==> src/rtl/alu_arb_pkg.sv <==
// Shared types and the ALU evaluation function for the ALU arbiter.
// Contents: XLEN, alu_op_e (ALUControl codes), alu_flags_t {n,z,c,v},
//           alu_out_t {result, flags}, alu_eval() combinational ALU.
package alu_arb_pkg;

    localparam int unsigned XLEN = 32;

    typedef enum logic [2:0] {
        ADD = 3'b000,
        SUB = 3'b001,
        AND = 3'b010,
        OR  = 3'b011,
        SLT = 3'b101
    } alu_op_e;

    typedef struct packed {
        logic n;
        logic z;
        logic c;
        logic v;
    } alu_flags_t;

    typedef struct packed {
        logic [XLEN-1:0] result;
        alu_flags_t      flags;
    } alu_out_t;

    // Single adder serves add, sub and slt; sub is A + ~B + 1 so carry means "no borrow".
    function automatic alu_out_t alu_eval(input logic [XLEN-1:0] a,
                                          input logic [XLEN-1:0] b,
                                          input logic [2:0]      op);
        alu_out_t        o;
        logic [XLEN-1:0] b_eff;
        logic [XLEN:0]   sum;
        o     = '0;
        b_eff = op[0] ? ~b : b;
        sum   = {1'b0, a} + {1'b0, b_eff} + (XLEN+1)'(op[0]);
        case (op)
            ADD, SUB: begin
                o.result  = sum[XLEN-1:0];
                o.flags.c = sum[XLEN];
                o.flags.v = (a[XLEN-1] == b_eff[XLEN-1]) && (sum[XLEN-1] != a[XLEN-1]);
            end
            AND:     o.result = a & b;
            OR:      o.result = a | b;
            SLT:     o.result = XLEN'(sum[XLEN-1]);
            default: o.result = '0;
        endcase
        o.flags.n = o.result[XLEN-1];
        o.flags.z = (o.result == '0);
        return o;
    endfunction

endpackage

==> src/rtl/alu_arbiter_rr_arbiter.sv <==
// Round-robin priority search: grants the first set req bit at or above ptr,
// wrapping past N-1 to 0. Purely combinational.
// Ports: req (N), en (gate for the whole search), ptr (start index)
//        -> grant_c (one-hot), grant_idx_c (index), grant_valid_c.
module rr_arbiter #(
    parameter  int unsigned N  = 2,
    localparam int unsigned IW = (N > 1) ? $clog2(N) : 1
) (
    input  logic [N-1:0]  req,
    input  logic          en,
    input  logic [IW-1:0] ptr,
    output logic [N-1:0]  grant_c,
    output logic [IW-1:0] grant_idx_c,
    output logic          grant_valid_c
);

    int unsigned idx;

    // Walk N positions starting at ptr; first hit wins.
    always_comb begin
        grant_c       = '0;
        grant_idx_c   = '0;
        grant_valid_c = 1'b0;
        idx           = 0;
        for (int unsigned k = 0; k < N; k++) begin
            idx = 32'(ptr) + k;
            if (idx >= N) idx = idx - N;
            if (en && !grant_valid_c && req[idx]) begin
                grant_valid_c = 1'b1;
                grant_c[idx]  = 1'b1;
                grant_idx_c   = IW'(idx);
            end
        end
    end

endmodule

==> src/rtl/alu_arbiter.sv <==
// Shares one ALU between N_REQ requesters: round-robin grant, valid/ready
// request handshake, single registered response slot with 1-cycle latency.
// Optional macro ALU_ARB_STATS_EN adds saturating grant/stall counters.
// Ports: clk, rst_n (async active-low)
//        req_valid/req_ready (N_REQ), req_a/req_b (N_REQ*XLEN), req_op (N_REQ*3)
//        rsp_valid, rsp_ready, rsp_id (ID_W), rsp_result (XLEN), rsp_flags {N,Z,C,V}
//        [ALU_ARB_STATS_EN] stat_grants (N_REQ*16), stat_stalls (16)
module alu_arbiter
    import alu_arb_pkg::*;
#(
    parameter  int unsigned N_REQ = 2,
    localparam int unsigned ID_W  = (N_REQ > 1) ? $clog2(N_REQ) : 1
) (
    input  logic                  clk,
    input  logic                  rst_n,
    input  logic [N_REQ-1:0]      req_valid,
    output logic [N_REQ-1:0]      req_ready,
    input  logic [N_REQ*XLEN-1:0] req_a,
    input  logic [N_REQ*XLEN-1:0] req_b,
    input  logic [N_REQ*3-1:0]    req_op,
    output logic                  rsp_valid,
    input  logic                  rsp_ready,
    output logic [ID_W-1:0]       rsp_id,
    output logic [XLEN-1:0]       rsp_result,
    output logic [3:0]            rsp_flags
`ifdef ALU_ARB_STATS_EN
    ,
    output logic [N_REQ*16-1:0]   stat_grants,
    output logic [15:0]           stat_stalls
`endif
);

    typedef enum logic {EMPTY, FULL} state_e;

    state_e          state_q, state_d;
    logic [ID_W-1:0] rr_ptr_q, rr_ptr_d;
    logic [ID_W-1:0] id_q, id_d;
    logic [XLEN-1:0] result_q, result_d;
    alu_flags_t      flags_q, flags_d;

    logic            can_accept;
    logic [N_REQ-1:0] gnt;
    logic [ID_W-1:0] gnt_idx;
    logic            gnt_valid;
    logic [XLEN-1:0] alu_a, alu_b;
    logic [2:0]      alu_op;
    alu_out_t        alu_res;

    // Slot frees up this cycle if it is empty or being drained; rst_n keeps grants off in reset.
    assign can_accept = (state_q == EMPTY) || rsp_ready;

    rr_arbiter #(.N(N_REQ)) u_rr (
        .req           (req_valid),
        .en            (can_accept && rst_n),
        .ptr           (rr_ptr_q),
        .grant_c       (gnt),
        .grant_idx_c   (gnt_idx),
        .grant_valid_c (gnt_valid)
    );

    assign req_ready = gnt;

    // Operand mux from the granted lane; zeros when idle so nothing undefined reaches the ALU.
    always_comb begin
        alu_a  = '0;
        alu_b  = '0;
        alu_op = 3'b000;
        if (gnt_valid) begin
            alu_a  = req_a[32'(gnt_idx) * XLEN +: XLEN];
            alu_b  = req_b[32'(gnt_idx) * XLEN +: XLEN];
            alu_op = req_op[32'(gnt_idx) * 3 +: 3];
        end
    end

    assign alu_res = alu_eval(alu_a, alu_b, alu_op);

    // Slot FSM, slot capture and round-robin pointer advance.
    always_comb begin
        state_d  = state_q;
        rr_ptr_d = rr_ptr_q;
        id_d     = id_q;
        result_d = result_q;
        flags_d  = flags_q;
        case (state_q)
            EMPTY: if (gnt_valid) state_d = FULL;
            FULL: begin
                if (gnt_valid)      state_d = FULL;
                else if (rsp_ready) state_d = EMPTY;
            end
            default: state_d = EMPTY;
        endcase
        if (gnt_valid) begin
            id_d     = gnt_idx;
            result_d = alu_res.result;
            flags_d  = alu_res.flags;
            rr_ptr_d = (gnt_idx == ID_W'(N_REQ - 1)) ? '0 : gnt_idx + ID_W'(1);
        end
    end

    always_ff @(posedge clk or negedge rst_n) begin
        if (!rst_n) begin
            state_q  <= EMPTY;
            rr_ptr_q <= '0;
            id_q     <= '0;
            result_q <= '0;
            flags_q  <= '0;
        end else begin
            state_q  <= state_d;
            rr_ptr_q <= rr_ptr_d;
            id_q     <= id_d;
            result_q <= result_d;
            flags_q  <= flags_d;
        end
    end

    assign rsp_valid  = (state_q == FULL);
    assign rsp_id     = id_q;
    assign rsp_result = result_q;
    assign rsp_flags  = flags_q;

`ifdef ALU_ARB_STATS_EN
    logic [15:0] grant_cnt_q [N_REQ];
    logic [15:0] stall_cnt_q;

    // Saturating per-lane accept counters and a stall counter (requests present, nothing granted).
    always_ff @(posedge clk or negedge rst_n) begin
        if (!rst_n) begin
            for (int i = 0; i < int'(N_REQ); i++) grant_cnt_q[i] <= '0;
            stall_cnt_q <= '0;
        end else begin
            for (int i = 0; i < int'(N_REQ); i++) begin
                if (gnt[i] && (grant_cnt_q[i] != 16'hFFFF)) grant_cnt_q[i] <= grant_cnt_q[i] + 16'd1;
            end
            if ((|req_valid) && !gnt_valid && (stall_cnt_q != 16'hFFFF))
                stall_cnt_q <= stall_cnt_q + 16'd1;
        end
    end

    for (genvar g = 0; g < int'(N_REQ); g++) begin : g_stat
        assign stat_grants[g*16 +: 16] = grant_cnt_q[g];
    end
    assign stat_stalls = stall_cnt_q;
`endif

endmodule

==> config.mk <==
export PLATFORM = sky130hd
export DESIGN_NAME = alu_arbiter
export DESIGN_NICKNAME = d
export VERILOG_FILES = /design/src/rtl/alu_arb_pkg.sv /design/src/rtl/alu_arbiter_rr_arbiter.sv /design/src/rtl/alu_arbiter.sv
export SDC_FILE = /design/constraint.sdc
export NUM_CORES = 1
export LEC_CHECK = 0
export CAP_MARGIN = 25
export CORE_MARGIN = 4
export CORE_UTILIZATION = 45
export CTS_CLUSTER_DIAMETER = 100
export CTS_CLUSTER_SIZE = 25
export DETAILED_ROUTE_END_ITERATION = 10
export GPL_TIMING_DRIVEN = 0
export PLACE_DENSITY = 0.88
export SLEW_MARGIN = 20
export SYNTH_ARGS = -nofsm -noshare
export SYNTH_HDL_FRONTEND = slang
export SYNTH_SLANG_ARGS = --single-unit
==> constraint.sdc <==
create_clock -name clk -period 5.5 [get_ports clk]
set_input_delay 1.1 -clock clk [delete_from_list [all_inputs] [get_ports clk]]
set_output_delay 1.1 -clock clk [all_outputs]
set_load 0.05 [all_outputs]
==> key figures <==
Status
  – Status: finished clean

Synth
  – Flip-flop and latch count after synthesis: 38
  – Async S/R FF share, synth: 100%
  – Post-synthesis simple-gate area fraction: a little under a fifth
  – Avg Inst Size Synth: 7.37 um2
  – EDFF count, synth: 0
  – Post-synthesis cell count: 716
  – Synth warnings: 0
  – Xor and xnor area share after synthesis: 9.29%
  – Post-synthesis compound-gate area fraction: 36.7%
  – Post-synthesis mux area share: less than 1%
  – Top cells by area, synth: dfrtp_1 18%, nand2_1 7.5%, ha_1 7.3%
  – Mapped Nets: 887
  – Synthesized area: 5280 um2
  – Synth top area share: a little under a fifth
  – Post-Synth Adder-Cell Area: 10.8%
  – Synth unique cells: 67
  – Combinational family with the most area after synthesis: compound AO/OA/AOI/OAI gates
  – Share of the yosys chip area belonging to registers: a little under a fifth
  – Cell taking the most area after synthesis: dfrtp_1
  – Ys flop type: dfrtp_1

Global routing
  – Largest net degree at the start of global routing: 22
  – First-pass GRT wire length: 33700 um
  – Gr usage total: 31.7%
  – GRT Residual Overflow: 0
  – Antenna violations before repair: 0
  – Vias in the first global route: 6381

Placement
  – Port-buffer cells: 178
  – Post-DP HPWL: 17500 um
  – DP Cell Count: 1038
  – Area after DPL: between 7000 and 8000 um2
  – Final GP Congestion: 1.03

Timing
  – Slew @ Worst Pin: approximately 0.9 ns
  – Endpoints failing setup: 0
  – Setup TNS: 0 ns
  – Final Slew Violations: 0
  – Final hold violation count: 0
  – Post-layout min period: 5.45 ns
  – F_max: 183 MHz
  – Fin crit share: 99.1%
  – Worst slew margin: 40.8%
  – Final Skew: 0.00404 ns

Drt
  – Total number of vias: 6718
  – Routed wire per std cell: 21.2 um
  – Number of remaining DRC errors: 0
  – DR iter-0 viols: 724
  – WL final: 22300 um
  – DRT Pass-1 Iters: 5
  – Antenna-violating nets left: 0
  – Vias/cell: 6.39

Final layout
  – Finished Layout Cells: 1051
  – Register area: between 900 and 1000 um2
  – P&R area growth vs syn: 50.2%
  – Share of layout cells above drive strength 1: 11.1%
  – Nets: around 1100
  – Ant diodes: 0
  – Footprint of the multi-input gates: 4240 um2
  – Final instance area: 7930 um2
  – Filler instances: 943

Setup path
  – CP max stage cell: a41o_2
  – Worst-path cell chain: dlygate4sd2_1 > nand2b_4 > and3_4 > buf_6 > a22o_4 > clkbuf_16 > clkbuf_8 > xnor2_1 > ha_1 > a211oi_2 > o211ai_1 > a41o_2 > a31o_2 > mux2_2 > a211oi_4 > nand3_1 > nor4_2 > nand4_1 > nor4_2 > a32o_1
  – Worst Setup Path Type: primary input to flip-flop
  – Data arrival, critical path: 5.67 ns
  – Crit path largest cell delay: 0.37 ns
  – Crit end category: flip-flop
  – CP most frequent cell: nor4_2
  – Max FO, Critical Path: 19
  – WP data required: around 5.7 ns
  – Crit path launch type: primary input

Floorplan
  – Die height: 116 um
  – Die X: around 120 um
  – Starting density of the core: 46.0%
  – I/O Pins: roughly 180
  – Die area: ~14000 um2
  – Core Box Area: 11500 um2
  – Row count: 39

CTS
  – Clk buf depth: 2
  – Clock Sink Count: 38
  – Clk slew on worst S/H paths: 0.06 ns
  – H-tree Lvls: 2
  – Worst skew pair latency: 0.28 ns
  – CTS tree: done
  – Clk root buf: clkbuf_16
  – TritonCTS Buffers: 5

Power and ir drop
  – Pwr dens: 266 nW/um2
  – Leak: 3.25 nW
  – Max IR drop VDD: ~0.38 mV
  – Power after layout: 0.00211 W

Job
  – Max Cap Violations: 0

Hold path
  – Hold Crit Class: flip-flop to flip-flop
-- layout make-up --
| type | instances | share of cell area, % |
|---|---|---|
| Multi-Input combinational cell | 601 | 53.5 |
| Timing Repair Buffer | 195 | 24.3 |
| Sequential cell | 38 | 12.0 |
| Buffer | 46 | 4.91 |
| Tap cell | 143 | 2.26 |
| Clock buffer | 6 | 1.75 |
| Inverter | 21 | 0.994 |
| Clock inverter | 1 | 0.379 |
-- cells in the mapped netlist, types with 14 or more instances --
| cell | n |
|---|---|
| a21oi_1 | 55 |
| clkbuf_1 | 42 |
| ha_1 | 31 |
| xnor2_1 | 44 |
| nor2_1 | 23 |
| inv_1 | 20 |
| o21ai_0 | 56 |
| dfrtp_1 | 38 |
| nand2_1 | 105 |
| a22o_1 | 28 |
| nor3_1 | 14 |
| nand3_1 | 24 |
| a21o_1 | 14 |
| a22oi_1 | 40 |
| nand4_1 | 16 |
| maj3_1 | 16 |
-- report_power, final --
| group | leakage, nW | internal, W | total (W) | switching, W |
|---|---|---|---|---|
| logic | 2.67 | 0.000535 | 0.00137 | 0.000840 |
| registers | 0.489 | 0.000354 | 0.000402 | 0.0000482 |
| clock network | 0.0829 | 0.000224 | 0.000333 | 0.000109 |
-- through the flow --
| stage | utilization [%] | hold WS [ns] | worst slack (ns) |
|---|---|---|---|
| final | 69.2 | 0.471 | 0.0479 |
| after global routing | 69.2 | 0.498 | -0.0380 |
| after CTS | 68.2 | 0.472 | 0.000839 |
| after detailed placement | 63.5 | 0.460 | -2.31 |
| after global placement | 63.3 | 0.460 | -3.66 |
| after floorplan | - | 0.509 | 0.0288 |
-- kinds of logic (layout without fill, tap and decap cells) --
group           Yosys count  after routing
simple gates            216            216
compound gates          279            279
xor+xnor                 56             56
fa+ha+maj                48             48
buf+inv                  77            269
flops                    38             38
mux                       2              2
-- cells in the final DEF (no fill, tap or decap), types with 14 or more instances in the layout --
cell type,synthesis,final
nand2_1,105,105
ha_1,31,27
nand3_1,24,24
a21o_1,14,14
dfrtp_1,38,38
nor2_1,23,23
a22oi_1,40,36
clkdlybuf4s50_1,0,174
inv_1,20,20
buf_4,1,18
a22o_1,28,27
a21oi_1,55,50
maj3_1,16,16
xnor2_1,44,43
clkbuf_1,42,21
o21ai_0,56,49
nand4_1,16,16
-- final timing paths --
kind                                 from              to  slack, ns  depth (start not counted)
min reg2reg                rsp_result[20]  rsp_result[20]       0.47                          2
max in group asynchronous           rst_n  rsp_result[12]       4.47                          2
max                             rsp_ready    rsp_flags[2]       0.05                         20
min                        rsp_result[20]  rsp_result[20]       0.47                          2
min in group asynchronous           rst_n  rsp_result[17]       0.66                          1
max reg2reg                      rr_ptr_q    rsp_flags[2]       0.63                         17
-- sequential cells by signal (all words and copies together) (netlist names) --
| register | count |
|---|---|
| rsp_valid | 1 |
| rr_ptr_q | 1 |
| rsp_flags | 3 |
| rsp_result | 32 |
| rsp_id | 1 |
-- repair_timing --
item,4_1_cts,5_1_grt
hold buffers,0,0
setup buffers,12,4
endpoints found under the setup margin,33,5
gates cloned,0,0
pin swaps,17,23
endpoints found under the hold margin,0,0
gates resized for setup,86,30
-- per-layer routing --
metal  vias up  part of all wire [%]  track usage [%]
li1       3086                     -                -
met1      3141                    40             42.6
met2       440                    46             53.3
met3        51                    11             4.51
met4         0                   2.8             8.82
met5         -                     0                0
-- worst max-delay path: cells and delay by family --
kind / cells / cell delay [ns]
AO/OA/AOI/OAI: 7 / 1.83
XOR/XNOR: 1 / 0.19
adder cells (fa/ha/maj): 1 / 0.28
buffers and inverters: 4 / 0.80
multiplexers: 1 / 0.31
AND/OR/NAND/NOR: 6 / 1.17
Power figures use the tool's default switching activity.
